$ cat src/rtl/uart_frame_pkg.sv
// rtl/uart_frame_pkg.sv - shared states and constants for the UART frame parser
package uart_frame_pkg;

    typedef enum logic [2:0] {
        IDLE,
        S_LEN,
        S_CMD,
        S_PAY,
        S_CHK
    } state_t;

    localparam logic [7:0] SYNC_BYTE = 8'hAA;

    localparam logic [1:0] ERR_LEN = 2'd1;
    localparam logic [1:0] ERR_CHK = 2'd2;
    localparam logic [1:0] ERR_TMO = 2'd3;

endpackage

$ cat src/rtl/uart_frame_buf.sv
// rtl/uart_frame_buf.sv - payload register file, synchronous write, asynchronous read
module uart_frame_buf
    import uart_frame_pkg::*;
#(
    parameter int DEPTH = 16,
    parameter int AW    = $clog2(DEPTH)
) (
    input  logic          clk,
    input  logic          we_i,
    input  logic [AW-1:0] waddr_i,
    input  logic [7:0]    wdata_i,
    input  logic [AW-1:0] raddr_i,
    output logic [7:0]    rdata_o
);

    // Contents survive reset; only the committed length says which bytes are meaningful.
    logic [7:0] mem_q [DEPTH];

    always_ff @(posedge clk) begin
        if (we_i) begin
            mem_q[waddr_i] <= wdata_i;
        end
    end

    assign rdata_o = mem_q[raddr_i];

endmodule

$ cat src/rtl/uart_frame_parser.sv
// rtl/uart_frame_parser.sv - SYNC/LEN/CMD/payload/CHK deframer; FRAME_STATS_EN adds good/bad frame counters
module uart_frame_parser
    import uart_frame_pkg::*;
#(
    parameter int  MAX_LEN     = 16,
    parameter int  TIMEOUT_CLK = 104160,
    localparam int AW          = $clog2(MAX_LEN)
) (
    input  logic          clk,
    input  logic          rst,
    input  logic [7:0]    rx_data,
    input  logic          rx_valid,
    output logic          frame_valid,
    input  logic          frame_ack,
    output logic [7:0]    frame_cmd,
    output logic [AW:0]   frame_len,
    input  logic [AW-1:0] rd_addr,
    output logic [7:0]    rd_data,
    output logic          err,
    output logic [1:0]    err_code,
    output logic          overrun
`ifdef FRAME_STATS_EN
    ,
    output logic [15:0]   good_cnt,
    output logic [15:0]   bad_cnt
`endif
);

    localparam int         TW        = $clog2(TIMEOUT_CLK);
    localparam logic [7:0] MAX_LEN_B = 8'(MAX_LEN);

    state_t        state_q, state_d;
    logic [AW:0]   len_q, len_d;
    logic [7:0]    cmd_q, cmd_d;
    logic [7:0]    chk_q, chk_d;
    logic [AW-1:0] idx_q, idx_d;
    logic [TW-1:0] tmo_q, tmo_d;
    logic          fvalid_q, fvalid_d;
    logic [7:0]    fcmd_q, fcmd_d;
    logic [AW:0]   flen_q, flen_d;
    logic          err_q, err_d;
    logic [1:0]    code_q, code_d;
    logic          ovr_q, ovr_d;
    logic          wr_en;
    logic          tmo_exp;

    // A byte landing in the expiry cycle wins over the timeout.
    assign tmo_exp = (state_q != IDLE) && !rx_valid && (tmo_q == TW'(TIMEOUT_CLK - 1));

    always_comb begin
        state_d  = state_q;
        len_d    = len_q;
        cmd_d    = cmd_q;
        chk_d    = chk_q;
        idx_d    = idx_q;
        fcmd_d   = fcmd_q;
        flen_d   = flen_q;
        fvalid_d = fvalid_q && !frame_ack;
        err_d    = 1'b0;
        code_d   = code_q;
        ovr_d    = 1'b0;
        wr_en    = 1'b0;
        tmo_d    = (state_q == IDLE || rx_valid) ? '0 : tmo_q + TW'(1);

        if (tmo_exp) begin
            state_d = IDLE;
            idx_d   = '0;
            tmo_d   = '0;
            err_d   = 1'b1;
            code_d  = ERR_TMO;
        end else if (rx_valid) begin
            case (state_q)
                IDLE: begin
                    // Registered frame_valid decides, so a byte beside frame_ack still overruns.
                    if (fvalid_q) begin
                        ovr_d = 1'b1;
                    end else if (rx_data == SYNC_BYTE) begin
                        state_d = S_LEN;
                    end
                end
                S_LEN: begin
                    if (rx_data > MAX_LEN_B) begin
                        state_d = IDLE;
                        err_d   = 1'b1;
                        code_d  = ERR_LEN;
                    end else begin
                        len_d   = rx_data[AW:0];
                        chk_d   = rx_data;
                        state_d = S_CMD;
                    end
                end
                S_CMD: begin
                    cmd_d   = rx_data;
                    chk_d   = chk_q ^ rx_data;
                    idx_d   = '0;
                    state_d = (len_q == '0) ? S_CHK : S_PAY;
                end
                S_PAY: begin
                    wr_en = 1'b1;
                    chk_d = chk_q ^ rx_data;
                    idx_d = idx_q + AW'(1);
                    if ({1'b0, idx_q} == len_q - (AW + 1)'(1)) begin
                        state_d = S_CHK;
                    end
                end
                S_CHK: begin
                    if (rx_data == chk_q) begin
                        fcmd_d   = cmd_q;
                        flen_d   = len_q;
                        fvalid_d = 1'b1;
                    end else begin
                        err_d  = 1'b1;
                        code_d = ERR_CHK;
                    end
                    idx_d   = '0;
                    state_d = IDLE;
                end
                default: state_d = IDLE;
            endcase
        end
    end

    always_ff @(posedge clk or negedge rst) begin
        if (!rst) begin
            state_q  <= IDLE;
            len_q    <= '0;
            cmd_q    <= '0;
            chk_q    <= '0;
            idx_q    <= '0;
            tmo_q    <= '0;
            fvalid_q <= 1'b0;
            fcmd_q   <= '0;
            flen_q   <= '0;
            err_q    <= 1'b0;
            code_q   <= '0;
            ovr_q    <= 1'b0;
        end else begin
            state_q  <= state_d;
            len_q    <= len_d;
            cmd_q    <= cmd_d;
            chk_q    <= chk_d;
            idx_q    <= idx_d;
            tmo_q    <= tmo_d;
            fvalid_q <= fvalid_d;
            fcmd_q   <= fcmd_d;
            flen_q   <= flen_d;
            err_q    <= err_d;
            code_q   <= code_d;
            ovr_q    <= ovr_d;
        end
    end

    uart_frame_buf #(
        .DEPTH (MAX_LEN),
        .AW    (AW)
    ) u_buf (
        .clk     (clk),
        .we_i    (wr_en),
        .waddr_i (idx_q),
        .wdata_i (rx_data),
        .raddr_i (rd_addr),
        .rdata_o (rd_data)
    );

    assign frame_valid = fvalid_q;
    assign frame_cmd   = fcmd_q;
    assign frame_len   = flen_q;
    assign err         = err_q;
    assign err_code    = code_q;
    assign overrun     = ovr_q;

`ifdef FRAME_STATS_EN
    logic [15:0] good_q;
    logic [15:0] bad_q;

    // A rising frame_valid is exactly a commit; overruns never reach err.
    always_ff @(posedge clk or negedge rst) begin
        if (!rst) begin
            good_q <= '0;
            bad_q  <= '0;
        end else begin
            if (fvalid_d && !fvalid_q && good_q != 16'hFFFF) begin
                good_q <= good_q + 16'd1;
            end
            if (err_d && bad_q != 16'hFFFF) begin
                bad_q <= bad_q + 16'd1;
            end
        end
    end

    assign good_cnt = good_q;
    assign bad_cnt  = bad_q;
`endif

endmodule
$ cat config.mk
export PLATFORM = sky130hd
export DESIGN_NAME = uart_frame_parser
export DESIGN_NICKNAME = d
export VERILOG_FILES = /design/src/rtl/uart_frame_pkg.sv /design/src/rtl/uart_frame_buf.sv /design/src/rtl/uart_frame_parser.sv
export SDC_FILE = /design/constraint.sdc
export NUM_CORES = 1
export LEC_CHECK = 0
export CAP_MARGIN = 20
export CORE_MARGIN = 4
export CORE_UTILIZATION = 40
export DETAILED_ROUTE_END_ITERATION = 6
export GPL_TIMING_DRIVEN = 0
export SYNTH_ARGS = -nofsm -noshare
export SYNTH_HDL_FRONTEND = slang
export SYNTH_SLANG_ARGS = --single-unit
$ cat constraint.sdc
create_clock -name clk -period 3.8 [get_ports clk]
set_input_delay 0.76 -clock clk [delete_from_list [all_inputs] [get_ports clk]]
set_output_delay 0.76 -clock clk [all_outputs]
set_load 0.005 [all_outputs]
==> metrics.yaml <==
clock_sinks: 191
placedCellCount: 796
critPathKind: "in2out"
fp-row-count: 51
period_minus_slack_ps: 3730
synthFlopType: "edfxtp_1"
cp_max_fo: 10
p_sw_mw: 1.37
ant_nets: 0
grt_max_degree: 42
setup_viol: 0
synth_cell_types: 41
n_antenna_cell: 0
wl_per_cell_um: 19.7
utilization_pct: 47.9
design.portCount: 42
portBuffers: 38
comb_power_share_pct: 14.4
regArea_um2: 5420
clockPowerShare_pct: 36.1
maxCapViolations: 0
final_nets: 572
post-route-period-util_pct: 98.2
drtIter0Drc: 281
cts_root_buf: "clkbuf_16"
p_per_area_nw_per_um2: 541
cp.required_ps: 3040
outcome: "completed"
track_usage_pct: 15.6
antenna_found_initial: 0
tightest_slew_ps: 1010
vias: 4352
nFillCells: 1702
area_growth_pct: 17.3
switching_share_pct: 27.2
drive_gt1_share_pct: 19.9
cp-startpoint: "rd_addr[1]"
drt_wl_total_mm: 16.3
synth_cells: 488
multi_input_area_um2: 2420
async_flop_share_pct: 33.0
final_cell_area_um2: 9350
core_um2: 19500
numCtsBuffers: 17
cts.clk_slew.worst_paths_ps: 70
r2r_start: "state_q[2]$_DFFE_PN0P_"
synth_edf_count: 128
finalMaxSlewViolations: 0
p_int_mw: 3.68
cts_tree: "built"
ys_ff_latch: 191
dieArea_um2: 22200
max_freq_mhz: 268
syn-num-nets: 510
drc_errors: 0
p_seq_share_pct: 49.5
insertion_delay_ps: 440
start_kind: "primary input"
grt_pass1_vias: 4599
hold_violations: 0
yosys_warnings: 0
placed_area_um2: 8720
gp_congestion: 0.793
clock_path_buffers: 2
vias_per_cell: 5.26
final_cells: 828
htree_levels: 4
cts_setup_buffers: 0
netlist_area_um2: 7970
hold_path_class: "in2async"
initial_core_util_pct: 40.8
first_pass_iters: 4
grt_overflow_total: 0
clock_skew_ps: 13.5
cp-end-kind: "output pin"
chipWidth_um: 149
die_y_um: 149
yosysSeqAreaShare_pct: 68.0
finalSetupTns_ps: 0
cp.arrival_ps: 2970
vdd_drop_max_mv: 0.328
dpl.hpwl_mm: 10.6
grt_pass1_wl_mm: 25.8
power.leakage_nw: 3.30
slew_headroom_pct: 32.1
rsz0062_at_grt: "false"
postSynthAreaPerCell_um2: 16.3
## cells in the final DEF (no fill, tap or decap), drive strengths merged, types with 3 or more instances in the layout
master and n:
clkdlybuf4s50 37, nor2 32, buf 12, inv 16, ha 6, and3 5, xnor2 16, nand3 7
dfrtp 63, nor3 9, xor2 15, clkbuf 34, nand4 6, nor3b 3, mux2 26, and4 5
nor2b 4, edfxtp 128, nand2b 5, o21ai 17, o211ai 10, nand2 37, clkinv 6, mux4 40
## timing repair
action	in CTS	in global routing
gates resized for setup	6	2
endpoints found under the setup margin	8	8
hold buffers	0	0
endpoints found under the hold margin	0	0
## synthesized netlist by cell type (2+ instances only)
library cell	count	area (um2)
mux4_2	40	901
nor2_1	32	120
o21ai_0	17	85.1
edfxtp_1	128	3840
and4_1	5	43.8
a21oi_1	2	10.0
xor2_1	15	131
nand2b_1	5	31.3
nand3b_1	2	15.0
or3_1	2	12.5
nand3_1	7	35.0
nor2b_1	4	25.0
buf_2	4	20.0
clkbuf_1	15	56.3
and2_1	2	12.5
a31oi_1	2	12.5
and3_1	5	31.3
ha_1	6	75.1
o211ai_1	10	75.1
inv_1	8	30.0
buf_1	3	11.3
nand4_1	6	37.5
mux2_2	24	270
nor3b_1	3	22.5
dfrtp_1	63	1580
nand2_1	37	139
o41ai_1	2	17.5
mux2i_1	2	20.0
nor3_1	9	45.0
mux2_4	2	30.0
xnor2_1	16	140
## registers in the layout (all words and copies together) (netlist names)
signal       flops
chk_q            8
cmd_q            8
err              1
err_code         2
frame_cmd        8
frame_len        5
frame_valid      1
idx_q            4
len_q            5
overrun          1
state_q          3
tmo_q           17
u_buf.mem_q    128
## routing by layer
metal  share of wire (%)  track usage, %
met5                   0               0
met4                 1.6            4.81
met3                 4.7            3.52
met2                  49            25.7
met1                  44            20.7
## power by group through the flow
stage	Sequential, mW	Combinational (mW)	Clock [mW]
after floorplan	2.51	0.513	0
after global placement	2.53	0.709	0
after detailed placement	2.54	0.735	0
after CTS	2.50	0.741	1.87
after global routing	2.52	0.830	1.95
final	2.50	0.730	1.83
## worst max-delay path, stage by stage
cell and delay [ps]:
clkdlybuf4s50_1 570, clkbuf_4 300, mux4_2 360, mux4_2 500
clkdlybuf4s50_1 470
## layout make-up
type | instances | area share (%)
Sequential cell | 191 | 58.0
Buffer | 23 | 1.23
Tap cell | 265 | 3.55
Clock buffer | 17 | 4.55
Clock inverter | 15 | 2.02
Inverter | 8 | 0.321
Multi-Input combinational cell | 266 | 25.9
Timing Repair Buffer | 43 | 4.47
## metrics by stage
| step | total power [mW] | setup WS, ps | hold slack, ps |
|---|---|---|---|
| 2_1_floorplan | 3.02 | 767 | 425 |
| 3_3_place_gp | 3.24 | -312 | 442 |
| 3_5_place_dp | 3.28 | -312 | 452 |
| 4_1_cts | 5.11 | 25.2 | 298 |
| 5_1_grt | 5.30 | 10.4 | 327 |
| 6_report | 5.06 | 68.6 | 298 |
## path summary, 6_finish.rpt
| path | slack (ps) | depth (start not counted) | to |
|---|---|---|---|
| setup / recovery | 70 | 5 | rd_data[4] |
| hold / removal | 300 | 1 | cmd_q[0]$_DFFE_PN0P_ |
| setup reg to reg | 1230 | 6 | u_buf.mem_q[4][7]$_DFFE_PP_ |
| hold reg to reg | 460 | 1 | tmo_q[0]$_DFF_PN0_ |
| max in group asynchronous | 2890 | 2 | idx_q[0]$_DFFE_PN0P_ |
| min in group clk | 460 | 1 | tmo_q[0]$_DFF_PN0_ |
## logic make-up after synthesis
kind of cell             count (synthesis)  share of synthesized area (%)
buffers and inverters                   31                           1.62
AO/OA/AOI/OAI                           37                           2.97
multiplexers                            68                           15.3
adder cells (fa/ha/maj)                  6                          0.942
flip-flops                             191                           68.0
AND/OR/NAND/NOR                        124                           7.71
XOR/XNOR                                31                           3.41
(Power assumes the default switching activity.)
